## config.mk

```make
export PLATFORM = sky130hd
export DESIGN_NAME = reg_bus_master_flat
export DESIGN_NICKNAME = d
export VERILOG_FILES = /design/src/rtl/reg_bus_master_if.sv /design/src/rtl/reg_bus_master.sv /design/src/flat_wrapper.sv
export SDC_FILE = /design/constraint.sdc
export NUM_CORES = 1
export LEC_CHECK = 0
export ABC_AREA = 0
export BUFFER_PORTS_ARGS = -buffer_cell sky130_fd_sc_hd__buf_4
export CORE_MARGIN = 2
export CORE_UTILIZATION = 49
export DETAILED_ROUTE_END_ITERATION = 6
export PLACE_DENSITY = 0.76
export SETUP_SLACK_MARGIN = 0.15
export SLEW_MARGIN = 40
export SYNTH_ARGS = -nofsm -noshare
export SYNTH_HDL_FRONTEND = slang
export SYNTH_SLANG_ARGS = --single-unit
```

## constraint.sdc

```tcl
create_clock -name clk_usb -period 2.08 [get_ports clk_usb]
set_input_delay 0.104 -clock clk_usb [delete_from_list [all_inputs] [get_ports clk_usb]]
set_output_delay 0.104 -clock clk_usb [all_outputs]
set_load 0.01 [all_outputs]
```

## src/rtl/reg_bus_master_if.sv

```systemverilog
// Command/response byte streams plus the clk_usb register bus, as seen by the
// register bus initiator (master) and by the host and responders (slave).
interface reg_bus_master_if #(
  parameter int pBYTECNT_SIZE = 7
);
  logic [7:0]               cmd_data;
  logic                     cmd_valid;
  logic                     cmd_ready;
  logic [7:0]               rsp_data;
  logic                     rsp_valid;
  logic                     rsp_ready;
  logic [7:0]               reg_address;
  logic [pBYTECNT_SIZE-1:0] reg_bytecnt;
  logic [7:0]               reg_datai;
  logic                     reg_read;
  logic                     reg_write;
  logic [7:0]               reg_datao;

  modport master (
    input  cmd_data, cmd_valid, rsp_ready, reg_datao,
    output cmd_ready, rsp_data, rsp_valid,
    output reg_address, reg_bytecnt, reg_datai, reg_read, reg_write
  );

  modport slave (
    output cmd_data, cmd_valid, rsp_ready, reg_datao,
    input  cmd_ready, rsp_data, rsp_valid,
    input  reg_address, reg_bytecnt, reg_datai, reg_read, reg_write
  );
endinterface

```

## src/rtl/reg_bus_master.sv

```systemverilog
// Register bus initiator: decodes OPCODE/ADDR/LEN(/data) command frames into
// reg_read/reg_write bursts and streams read data or a status byte back.
module reg_bus_master #(
  parameter int pBYTECNT_SIZE = 7,
  parameter int pREAD_LATENCY = 1
) (
  input  logic              clk_usb,
  input  logic              reset_n,
  reg_bus_master_if.master  bus,
  output logic              busy
);
  localparam int MAXB = 1 << pBYTECNT_SIZE;

  typedef enum logic [3:0] {
    IDLE, ADDR, LEN, WDATA, WSTROBE, RSTROBE, RWAIT, RSEND, STATUS
  } state_t;

  state_t                   state, state_nx;
  logic                     is_read, is_read_nx;
  logic [7:0]               addr_nx, datai_nx, rsp_data_nx;
  logic [pBYTECNT_SIZE-1:0] bcnt_nx, last, last_nx;
  logic [1:0]               wait_cnt, wait_cnt_nx;
  logic                     accept, len_bad, at_last;

  // Gating with reset_n keeps the host from handing over a byte while held in reset.
  assign bus.cmd_ready = reset_n & (state inside {IDLE, ADDR, LEN, WDATA});
  assign accept        = bus.cmd_valid & bus.cmd_ready;
  assign len_bad       = (bus.cmd_data == 8'd0) || (int'({24'd0, bus.cmd_data}) > MAXB);
  assign at_last       = (bus.reg_bytecnt == last);
  assign busy          = (state != IDLE);

  always_ff @(posedge clk_usb or negedge reset_n) begin
    if (!reset_n) begin
      state           <= IDLE;
      is_read         <= 1'b0;
      bus.reg_address <= '0;
      bus.reg_bytecnt <= '0;
      bus.reg_datai   <= '0;
      bus.rsp_data    <= '0;
      last            <= '0;
      wait_cnt        <= '0;
    end else begin
      state           <= state_nx;
      is_read         <= is_read_nx;
      bus.reg_address <= addr_nx;
      bus.reg_bytecnt <= bcnt_nx;
      bus.reg_datai   <= datai_nx;
      bus.rsp_data    <= rsp_data_nx;
      last            <= last_nx;
      wait_cnt        <= wait_cnt_nx;
    end
  end

  always_comb begin
    state_nx      = state;
    is_read_nx    = is_read;
    addr_nx       = bus.reg_address;
    bcnt_nx       = bus.reg_bytecnt;
    datai_nx      = bus.reg_datai;
    rsp_data_nx   = bus.rsp_data;
    last_nx       = last;
    wait_cnt_nx   = wait_cnt;
    bus.rsp_valid = 1'b0;
    bus.reg_read  = 1'b0;
    bus.reg_write = 1'b0;
    unique case (state)
      IDLE: if (accept) begin
        if (bus.cmd_data == 8'h00 || bus.cmd_data == 8'h01) begin
          is_read_nx = bus.cmd_data[0];
          state_nx   = ADDR;
        end else begin
          rsp_data_nx = 8'hE1;
          state_nx    = STATUS;
        end
      end
      ADDR: if (accept) begin
        addr_nx  = bus.cmd_data;
        state_nx = LEN;
      end
      LEN: if (accept) begin
        bcnt_nx = '0;
        if (len_bad) begin
          rsp_data_nx = 8'hE2;
          state_nx    = STATUS;
        end else begin
          // Store the index of the final byte so the burst end is a plain compare.
          last_nx  = pBYTECNT_SIZE'(bus.cmd_data - 8'd1);
          state_nx = is_read ? RSTROBE : WDATA;
        end
      end
      WDATA: if (accept) begin
        datai_nx = bus.cmd_data;
        state_nx = WSTROBE;
      end
      WSTROBE: begin
        bus.reg_write = 1'b1;
        if (at_last) begin
          rsp_data_nx = 8'h00;
          state_nx    = STATUS;
        end else begin
          bcnt_nx  = bus.reg_bytecnt + 1'b1;
          state_nx = WDATA;
        end
      end
      RSTROBE: begin
        bus.reg_read = 1'b1;
        wait_cnt_nx  = 2'd1;
        state_nx     = RWAIT;
      end
      // Stay pREAD_LATENCY cycles; the last of them is the one reg_datao is valid in.
      RWAIT: begin
        if (wait_cnt == 2'(pREAD_LATENCY)) begin
          rsp_data_nx = bus.reg_datao;
          state_nx    = RSEND;
        end else begin
          wait_cnt_nx = wait_cnt + 2'd1;
        end
      end
      RSEND: begin
        bus.rsp_valid = 1'b1;
        if (bus.rsp_ready) begin
          if (at_last) begin
            state_nx = IDLE;
          end else begin
            bcnt_nx  = bus.reg_bytecnt + 1'b1;
            state_nx = RSTROBE;
          end
        end
      end
      STATUS: begin
        bus.rsp_valid = 1'b1;
        if (bus.rsp_ready) state_nx = IDLE;
      end
      default: state_nx = IDLE;
    endcase
  end
endmodule

```

## src/flat_wrapper.sv

```systemverilog
// flat-port wrapper written by rule: the top's interface ports become plain ports
module reg_bus_master_flat 
#(
  parameter int pBYTECNT_SIZE = 7,
  parameter int pREAD_LATENCY = 1
)
  (clk_usb, reset_n, busy, bus_cmd_data, bus_cmd_valid, bus_rsp_ready, bus_reg_datao, bus_cmd_ready, bus_rsp_data, bus_rsp_valid, bus_reg_address, bus_reg_bytecnt, bus_reg_datai, bus_reg_read, bus_reg_write);
  reg_bus_master_if #(.pBYTECNT_SIZE(pBYTECNT_SIZE)) bus_i ();
  input  logic clk_usb;
  input  logic reset_n;
  output logic busy;
  input wire logic [$bits(bus_i.cmd_data)-1:0] bus_cmd_data;
  input wire logic [$bits(bus_i.cmd_valid)-1:0] bus_cmd_valid;
  input wire logic [$bits(bus_i.rsp_ready)-1:0] bus_rsp_ready;
  input wire logic [$bits(bus_i.reg_datao)-1:0] bus_reg_datao;
  output wire logic [$bits(bus_i.cmd_ready)-1:0] bus_cmd_ready;
  output wire logic [$bits(bus_i.rsp_data)-1:0] bus_rsp_data;
  output wire logic [$bits(bus_i.rsp_valid)-1:0] bus_rsp_valid;
  output wire logic [$bits(bus_i.reg_address)-1:0] bus_reg_address;
  output wire logic [$bits(bus_i.reg_bytecnt)-1:0] bus_reg_bytecnt;
  output wire logic [$bits(bus_i.reg_datai)-1:0] bus_reg_datai;
  output wire logic [$bits(bus_i.reg_read)-1:0] bus_reg_read;
  output wire logic [$bits(bus_i.reg_write)-1:0] bus_reg_write;
  assign bus_i.cmd_data = bus_cmd_data;
  assign bus_i.cmd_valid = bus_cmd_valid;
  assign bus_i.rsp_ready = bus_rsp_ready;
  assign bus_i.reg_datao = bus_reg_datao;
  assign bus_cmd_ready = bus_i.cmd_ready;
  assign bus_rsp_data = bus_i.rsp_data;
  assign bus_rsp_valid = bus_i.rsp_valid;
  assign bus_reg_address = bus_i.reg_address;
  assign bus_reg_bytecnt = bus_i.reg_bytecnt;
  assign bus_reg_datai = bus_i.reg_datai;
  assign bus_reg_read = bus_i.reg_read;
  assign bus_reg_write = bus_i.reg_write;
  reg_bus_master #(.pBYTECNT_SIZE(pBYTECNT_SIZE), .pREAD_LATENCY(pREAD_LATENCY)) u_core (.clk_usb(clk_usb), .reset_n(reset_n), .bus(bus_i), .busy(busy));
endmodule
```

Yosys cells after proc, flatten, opt, wreduce, memory -nomap -nowiden --
Cells that the tools add are included.
Operators by class: $add $sub $neg 3, magnitude comparators 1, eq/ne operators 22, mux-type cells 29, bitwise gates (word level) 3, reduce and logical (&&, ||, !) cells 18
Operators with widths (count):
- 8-bit 2-to-1 mux | 6
- 4-bit 2-to-1 mux | 10
- 4-bit case mux with 9 select lines | 1
- 8-bit case mux with 4 select lines | 1
- 7-bit 2-to-1 mux | 3
- 7-bit case mux with 3 select lines | 1
- 4-bit by 3-bit equality test with 1-bit output, second input constant | 4
- 2-bit by 1-bit != test with 1-bit output, second input constant | 7
- 7-bit AND reduction | 2
- 4-bit nonzero test | 3
- 3-bit AND reduction | 3
- 4-bit by 2-bit equality test with 1-bit output, second input constant | 2
- 8-bit by 1-bit equality test with 1-bit output, second input constant | 1
- 8-bit greater-than comparator, second input constant | 1
- 8-bit logical NOT | 1
- 2-bit != test, second input constant | 4
- 7-bit by 1-bit adder with 7-bit output, second input constant | 1
- 7-bit equality test | 1
- 7-bit by 1-bit subtractor with 7-bit output, second input constant | 1
- 3-bit 2-to-1 mux | 2
- 2-bit AND reduction | 3
- 4-bit by 1-bit equality test with 1-bit output, second input constant | 1
- 4-bit equality test, second input constant | 1
- 4-bit logical NOT | 1
- 11 further kinds | 15
Word-level totals: bits in registers 45, input port bits 20, output and inout bits 36, logic and storage cells 84

Depth between registers and ports, before layout --
Gate-level depths: netlist of run 1.
word-level depth 6, gate-level depth with buffers 8

Worst setup path before layout of run 1 --
OpenSTA, ideal clock, no wires.
path type register to register, start point reg u_core.state[2], end point reg u_core.bus.rsp_data[0], arrival time 2008 ps, data required time 1955 ps, path slack -53 ps, cell stages (with the launch flop) 8, path buffers 2, period minus slack after synthesis 2133 ps, cell sequence dfrtp_1 buf_4 or4_4 and4b_4 or4_1 a211o_1 buf_6 mux2_4
On the way: longest elaborated chain between the ends 6, elaborated cells on any way between the ends 18, classes of those cells eq/ne (11); mux (1); bitwise (2); reduce/logical (4)
RTL lines:
- start, declared | line reg_bus_master.sv:18 | state_t state, state_nx;
- start signal, assigned | line reg_bus_master.sv:43 | state <= state_nx;
- 4-bit by 1-bit equality test with 1-bit output (tied with other cells) | line reg_bus_master.sv:26 | assign bus.cmd_ready = reset_n & (state inside {IDLE, ADDR, LEN, WDATA});
- 4-bit nonzero test | line reg_bus_master.sv:26
- 1-bit bitwise AND | line reg_bus_master.sv:26
- 1-bit bitwise AND | line reg_bus_master.sv:27 | assign accept = bus.cmd_valid & bus.cmd_ready;
- 2-bit by 1-bit != test with 1-bit output (no source line)
- 7-bit AND reduction (no source line)
- end signal, assigned | line reg_bus_master.sv:48 | bus.rsp_data <= rsp_data_nx;
- end, declared | line reg_bus_master_if.sv:21 | output cmd_ready, rsp_data, rsp_valid,
Several ways; a longest one is shown, not always the timed one. A chain may end at the register's enable or synchronous reset.

Worst setup path in the final report of run 1 --
start point reg u_core.state[3], end point reg u_core.bus.rsp_data[3]
Same word-level chain as after synthesis.

==> results of run 1 <==
routing by layer:
layer | wire length, µm | part of all wire, %
met4 | 144 | 2.2
met2 | 3230 | 50
met5 | 0 | 0
met1 | 2760 | 42
met3 | 365 | 5.6
state kept, by name, indices dropped and copies added (netlist names):
register / cells
u_core.last: 7
u_core.bus.reg_datai: 8
u_core.bus.rsp_data: 8
u_core.wait_cnt: 2
u_core.is_read: 1
u_core.state: 4
u_core.bus.reg_address: 8
u_core.bus.reg_bytecnt: 7
cell type report:
type                            instances  area, µm²
Inverter                                7       26.3
Multi-Input combinational cell        184       1430
Sequential cell                        45       1130
Tap cell                               70       87.6
Clock buffer                            7       96.3
Fill cell                             401       1490
Timing Repair Buffer                   97        747
Clock inverter                          1       8.76
through the flow:
stage          hold slack, ns  power [W]  worst slack [ns]  area (µm²)  TNS, ns
5_1_grt                0.0692    0.00272           -0.0724        3520   -0.534
3_3_place_gp            0.140    0.00187            -0.117        3240   -0.934
2_1_floorplan          -0.192    0.00153            0.0254        2510        0
6_report               0.0839    0.00257           -0.0351        3520   -0.237
3_5_place_dp            0.139    0.00189            -0.150        3240    -1.16
4_1_cts                0.0709    0.00254           -0.0167        3390  -0.0754
cell families (layout without fill, tap and decap cells):
family                     Yosys count  after routing  share of synthesized area, %
xor gates and xnor gates            13             13                          4.55
DFF                                 45             45                          45.0
AOI/OAI and AO/OA                   52             52                          13.7
and+or+nand+nor                     90             90                          19.2
adders and majority gates            4              4                          2.00
muxes                               25             25                          12.3
buffers and inverters               17            112                          3.20
power by group:
part	switching (W)	internal [W]
registers	0.000112	0.000999
clock network	0.000306	0.000307
logic	0.000406	0.000444
layout by cell type (no fill, tap or decap), types with 5 or more instances in the layout:
cell type / instances
sky130_fd_sc_hd__inv_1: 7
sky130_fd_sc_hd__nor2_1: 13
sky130_fd_sc_hd__dfrtp_1: 44
sky130_fd_sc_hd__nand3_1: 11
sky130_fd_sc_hd__clkbuf_8: 7
sky130_fd_sc_hd__nor2_2: 6
sky130_fd_sc_hd__a21oi_1: 6
sky130_fd_sc_hd__nand2_1: 21
sky130_fd_sc_hd__mux2_4: 8
sky130_fd_sc_hd__a21oi_2: 5
sky130_fd_sc_hd__xnor2_1: 12
sky130_fd_sc_hd__buf_4: 94
sky130_fd_sc_hd__nand2b_1: 5
sky130_fd_sc_hd__o21ai_0: 11
sky130_fd_sc_hd__mux2_2: 14
final timing paths:
path | start | slack [ns] | end | cells after the start
worst min-delay path | bus_cmd_data[5] | 0.08 | u_core.bus.reg_address[5] | 2
min in group asynchronous | reset_n | 0.44 | u_core.bus.reg_bytecnt[6] | 3
max in group asynchronous | reset_n | 1.34 | u_core.state[2] | 3
worst min register to register | u_core.wait_cnt[0] | 0.50 | u_core.wait_cnt[0] | 1
worst max register to register | u_core.state[3] | -0.04 | u_core.bus.rsp_data[3] | 6
worst max-delay path | u_core.state[3] | -0.04 | u_core.bus.rsp_data[3] | 6
timing repair:
item	4_1_cts	5_1_grt
pin swaps	0	7
setup buffers	2	3
endpoints found under the setup margin	19	24
resized for setup	9	24
cloned	0	0
endpoints found under the hold margin	45	0
hold buffers	1	0
synthesized netlist by cell type, drive strengths merged, types with 2 or more instances:
| cell | number | area [µm²] |
|---|---|---|
| dfrtp | 45 | 1130 |
| mux2 | 22 | 278 |
| nand2 | 22 | 82.6 |
| nor2 | 19 | 71.3 |
| o21ai | 14 | 70.1 |
| a21oi | 12 | 63.8 |
| xnor2 | 12 | 105 |
| nand3 | 11 | 55.1 |
| inv | 7 | 26.3 |
| clkbuf | 6 | 22.5 |
| nand2b | 5 | 31.3 |
| nor3 | 5 | 25.0 |
| a31oi | 4 | 25.0 |
| and3 | 4 | 25.0 |
| buf | 4 | 31.3 |
| ha | 4 | 50.1 |
| nand4 | 4 | 25.0 |
| nor3b | 4 | 30.0 |
| o31ai | 4 | 30.0 |
| a211o | 3 | 27.5 |
| mux2i | 3 | 30.0 |
| nor2b | 3 | 18.8 |
| a22o | 2 | 17.5 |
| a22oi | 2 | 15.0 |
| and2 | 2 | 12.5 |
| and4 | 2 | 17.5 |
| o211ai | 2 | 15.0 |
| o21ba | 2 | 20.0 |
| or2 | 2 | 12.5 |
| or4 | 2 | 18.8 |
critical path, delay by kind of cell, from the launching register on:
family | cells | cell delay (ns)
AOI/OAI and AO/OA | 2 | 0.40
buffers and inverters | 1 | 0.14
DFF | 1 | 0.44
and+or+nand+nor | 2 | 0.71
muxes | 1 | 0.32
==> metrics list, run 1 <==
- The run finished, with violations left.
- Failing checks: negative setup slack
- For this run, design rule violations remaining after detail routing come to 0.
- Slowest Stage Delay on Critical Path: 0.44 ns
- The repair_antennas step left the layout with diodes totalling 0.
* Register bit total from synthesis: 45
* Required time of the worst setup path: 2.27 ns
* Main flop type after synthesis: sky130_fd_sc_hd__dfrtp_1
- Synth async-reset ratio: 100%
- Largest fanout of any net on the critical path: 8
- Clock tree synthesis inserted a total of 5 buffers.
* Number of warning messages in the yosys log: 0
- The critical path goes through buf_6 -> and4bb_2 -> a21oi_2 -> or4_4 -> a211o_4 -> mux2_4.
- Met1 global-route usage: 31.7%
- Cell count after placement: 397
- Total of buffers placed on input and output ports: 55
* Bufs on Longest Clock Path: 2
- In this run the count of I/O pins placed on the die edge is 56.
- 1st-iter DRT viols: between 150 and 200
- Post-route clock period utilization: 102%
- Net count reported at finish: 364
- Routability-driven placement congestion ratio: around 0.90
* GRT Max-Usage Layer: met2
- Met3 Use GR: ~4.5%
- Detailed Routing Iterations Pass 1: 4
- Global routing used a little under a quarter of the available tracks across all layers.
- Leakage dissipation: about 1.6 nW
- Avg WL per Cell: 15.8 µm
- Mapped Area: roughly 2500 µm²
- The initial antenna violation count is 0.
- In the final layout, the share of cells above drive strength 1 is 46.6%.
- Clock-pin slew on the worst setup and hold paths: 0.08 ns
- Fin. max-slew vios: 0
* Clock tree from TritonCTS: yes
- Summing over every cut layer, the via total after detailed routing is 2275.
- Die Span Y: 75.5 µm
* Max stage delay cell, worst path: sky130_fd_sc_hd__dfrtp_1
- The total overflow left after global routing is 0.
* H-Tree Depth: 2
* Total die area: 5690 µm²
- The number of nets in the synthesized netlist is 270.
- After legalization and detailed placement, the total HPWL measured 4.73 mm.
- Once the floorplan was initialized, standard cells occupied 50.0% of the core.
* Worst rel slew slack: between 60 and 70%
- Floorplan die width: approximately 75 µm
* Area Overhead vs Synth: 40.6%
- Maximum vdd ir drop: 0.000583 V
* Final setup vio count: 8
- Pin count of the biggest net entering global routing: 28
- In this run, distinct cell masters in the synthesized netlist total 50.
- After floorplanning, the core was sized to cover around 5000 µm².
- First-pass GRT wire length: 10.0 mm
- Type of origin of the critical path: flip-flop
- Number of routed nets with antenna violations: 0
* Root Driver: sky130_fd_sc_hd__clkbuf_8
- The share of the Yosys chip area taken by registers is 45.0%.
- Number of enable-type register cells in the synthesized netlist: 0
- Largest clock skew in the final design: 0.00723 ns
- After detailed routing, the number of vias per cell comes to 5.54.
* Via count of the first global-routing pass: about 2100
- Based on the critical path, the design can be clocked at up to 473 MHz.
* Avg Synthesized Cell Area: 10.2 µm²
- For this design the ratio of total power to cell area is between 700 and 800 nW/µm².
- Clock net sink count: 45
* Setup CP Type: reg2reg
* Total length of routed wires: 6.51 mm
- Met2 track utilization from global routing: 38.1%
- Number of rows created at floorplan: 26
* Critical path arrival: between 2 and 2.5 ns
- Share of the core filled with cells: ~70%
- Transition time at the pin with the least slew margin: 0.460 ns
- Crit end category: flip-flop
- Setup WS post-layout: -0.0351 ns
* Number of instances in the synthesized netlist: 246
* Number of max-capacitance violations reported: 0
* Time the worst path needs with I/O delays and setup: 2.12 ns
- Type of the most critical hold path: in2reg
- The clock reaches the later pin of the worst-skew pair after 0.30 ns.
- Number of standard cells in the layout, taps in and fillers out: 411
- Unrepaired setup endpoints after global routing: true
* Endpoints failing hold: 0
No activity file was read; power rests on OpenSTA's default activity.
==> inputs of run 2 (changes only) <==
CORE_UTILIZATION = 40   (was 49)
PLACE_DENSITY = default   (was 0.76)
==> run 2 against run 1 <==
Clock skew grew 0.0022 ns. Via count shrank 1.0%. The flow still finishes with violations (negative setup slack). Global-route usage down 3.5 points. Largest cell class unchanged. Worst setup slack gained 0.00087 ns. Sequential share of layout area fell by 0.80 points. Wire length is 3.8% higher. Non-clock buffer count increased by 4. Die area up 21%. Maximum frequency about the same. Cell count up 2.2%. Utilization shrank 10 points. Combinational power is 2% higher.
==> metrics list, run 2 (synthesized netlist as in run 1, its figures left out) <==
- Result of the run: finished with violations (unchanged)
- Failing checks: negative setup slack (unchanged)
- The number of antenna-violating nets in the routed design was 0 (unchanged).
* Hold slack: 0.0712 ns (was 0.0839 ns)
- The number of placed instances with taps included came to 403 (was 397).
- Slowest Stage Delay on Critical Path: 0.43 ns (was 0.44 ns)
- The starting density of the core is 41.8% (was 50.0%).
- The number of setup violations in the final report was 8 (unchanged).
- The total clock buffers created by CTS was 5 (unchanged).
* Clock insertion delay at the later pin of the skew report: 0.31 ns (was 0.30 ns)
- Fraction of final layout cells sized beyond drive strength 1: 48.1% (was 46.6%)
* Bufs on Longest Clock Path: 2 (unchanged)
* Max stage delay cell, worst path: sky130_fd_sc_hd__dfrtp_1 (unchanged)
- The setup slack after placement came to -0.165 ns (was -0.150 ns).
* 1st-iter DRT viols: 148 (was 153)
- The clock tree skew after final layout is 0.00939 ns (was 0.00723 ns).
- First-pass GRT wire length: 11.2 mm (was 10.0 mm)
- The largest fanout of any net on the critical path was 8 (unchanged).
* Unrepaired setup endpoints after global routing: true (unchanged)
- Setup WS post-layout: -0.0343 ns (was -0.0351 ns)
- DP HPWL: 4.90 mm (was 4.73 mm)
- GRT overflow: 0 (unchanged)
- Most common cell after layout, fill and taps aside: sky130_fd_sc_hd__buf_4 (unchanged)
- Area Overhead vs Synth: 44.2% (was 40.6%)
- The transition at the pin with the smallest max-transition slack was 0.524 ns (was 0.460 ns).
- The number of max-capacitance violations reported came to 0 (unchanged).
* Endpoints failing hold: 0 (unchanged)
- Setup CP Type: reg2reg (unchanged)
- The power consumption is 0.00268 W (was 0.00257 W).
- The final weighted congestion in routability-driven placement was 0.891 (was 0.900).
- The number of inserted diodes was 0 (unchanged).
* Floorplan die width: 83.1 µm (was 75.5 µm)
- The height of the chip came to 83.1 µm (was 75.5 µm).
- Pwr/cell area: 743 nW/µm² (was 731 nW/µm²)
- Leakage dissipation: 1.66 nW (was 1.62 nW)
* Total length of routed wires: 6.75 mm (was 6.51 mm)
- The type of origin of the critical path is a flip-flop (unchanged).
- The I/O pin total is 56 (unchanged).
* Fin. max-slew vios: 0 (unchanged)
- The master cell of the clock root buffer was sky130_fd_sc_hd__clkbuf_8 (unchanged).
* Via count of the first global-routing pass: 2176 (was 2130)
* Clock-pin slew on the worst setup and hold paths: 0.09 ns (was 0.08 ns)
- Critical path, cell by cell: buf_6 -> and4bb_2 -> a21oi_2 -> or4_4 -> a211o_4 -> mux2_4 (unchanged)
* Number of rows created at floorplan: 28 (was 26)
- Commonest cells after routing, fill and taps aside: sky130_fd_sc_hd__buf_4, sky130_fd_sc_hd__dfrtp_1, sky130_fd_sc_hd__nand2_1 (unchanged)
* Fill cell total of the finished layout: 563 (was 401)
- Total die area: 6900 µm² (was 5690 µm²)
* Largest registers ranked by flip-flop count: u_core.bus.reg_address: 8 flops, u_core.bus.reg_datai: 8 flops, u_core.bus.rsp_data: 8 flops (unchanged)
- The core box area is 5990 µm² (was 5010 µm²).
- Global routing usage summed across all routing layers: 19.8% (was 23.3%)
- Pin count of the biggest net entering global routing: 30 (was 28)
- Worst rel slew slack: 64.8% (was 69.0%)
- Clock net sink count: 45 (unchanged)
- The initial antenna violation count was 0 (unchanged).
* Total via count after detailed routing: 2252 (was 2275)
- The post-detailed-route DRC marker count was 0 (unchanged).
- Net count reported at finish: 368 (was 364)
- Time the worst path needs with I/O delays and setup: 2.11 ns (was 2.12 ns)
- The share of the clock period used by the worst path after layout came to 102% (about the same).
- The worst-case vdd ir drop was 0.000545 V (was 0.000583 V).
* Crit end category: flip-flop (unchanged)
- Via density per instance: 5.36 (was 5.54)
- Clock tree from TritonCTS: yes (unchanged)
* Type of the most critical hold path: in2reg (unchanged)
- Critical path arrival: 2.31 ns (was 2.30 ns)
- Maximum frequency from static timing analysis: 473 MHz (about the same)
- Required time of the worst setup path: 2.28 ns (was 2.27 ns)
* Total of buffers placed on input and output ports: 55 (unchanged)
* Detailed Routing Iterations Pass 1: 4 (unchanged)
- The count of non-filler cells in the finished layout came to 420 (was 411).
* H-Tree Depth: 2 (unchanged)
* Avg WL per Cell: 16.1 µm (was 15.8 µm)
run 2: changes by cell type in the layout (fill, tap and decap cells not counted), moves of 2 or more:
cell,delta
sky130_fd_sc_hd__nor2_4,+7
sky130_fd_sc_hd__nor2_1,-4
sky130_fd_sc_hd__nor2_2,-3
sky130_fd_sc_hd__buf_6,+2
sky130_fd_sc_hd__clkbuf_8,-2
run 2: per-layer routing:
metal,GRT usage (%),part of all wire [%],vias to the layer above
li1,-,-,1084
met1,28.2,46,1098
met2,31.4,47,63
met3,3.98,5.5,7
met4,4.17,1.3,0
met5,0,0,-
run 2: where the power goes:
part	switching [W]	internal, W	total, W	leakage [nW]
clock	0.000334	0.000361	0.000694	0.0585
sequential	0.000121	0.000998	0.00112	0.578
combinational	0.000397	0.000470	0.000867	1.02
total	0.000852	0.00183	0.00268	1.66
run 2: repair_timing:
item / CTS / global route
cloned: 0 / 1
resized for setup: 28 / 16
pin swaps: 0 / 4
buffers inserted: 2 / 5
endpoints found under the hold margin: 45 / 0
hold buffers: 1 / 0
setup endpoints to repair: 22 / 36
run 2: worst paths after layout:
| path | start | end | slack [ns] | depth (start not counted) |
|---|---|---|---|---|
| setup / recovery | u_core.state[3] | u_core.bus.rsp_data[6] | -0.03 | 6 |
| hold / removal | bus_cmd_data[6] | u_core.bus.reg_datai[6] | 0.07 | 2 |
| setup reg to reg | u_core.state[3] | u_core.bus.rsp_data[6] | -0.03 | 6 |
| hold reg to reg | u_core.bus.reg_address[0] | u_core.bus.reg_address[0] | 0.50 | 2 |
| max in group asynchronous | reset_n | u_core.last[4] | 1.40 | 3 |
| min in group asynchronous | reset_n | u_core.wait_cnt[0] | 0.45 | 3 |
run 2: cell type report:
type	count	area [µm²]	share of cell area [%]
tap	75	93.8	2.60
clock buffer	5	68.8	1.91
timing repair buffer	101	788	21.8
inverter	7	26.3	0.728
sequential	45	1130	31.2
clock inverter	3	43.8	1.21
multi-input combinational	184	1460	40.5
run 2: metrics by stage:
stage	setup TNS (ns)	area [µm²]	utilization [%]
after floorplan	0	2510	-
final	-0.221	3610	60.2
after global routing	-0.543	3610	60.2
after CTS	-0.0199	3490	58.3
after global placement	-1.11	3250	54.2
after detailed placement	-1.26	3250	54.2
run 2: worst max-delay path, delay by kind of cell (launching register included):
kind	cells	cell delay, ns
AOI/OAI and AO/OA	2	0.40
muxes	1	0.32
buffers and inverters	1	0.14
and+or+nand+nor	2	0.72
DFF	1	0.43
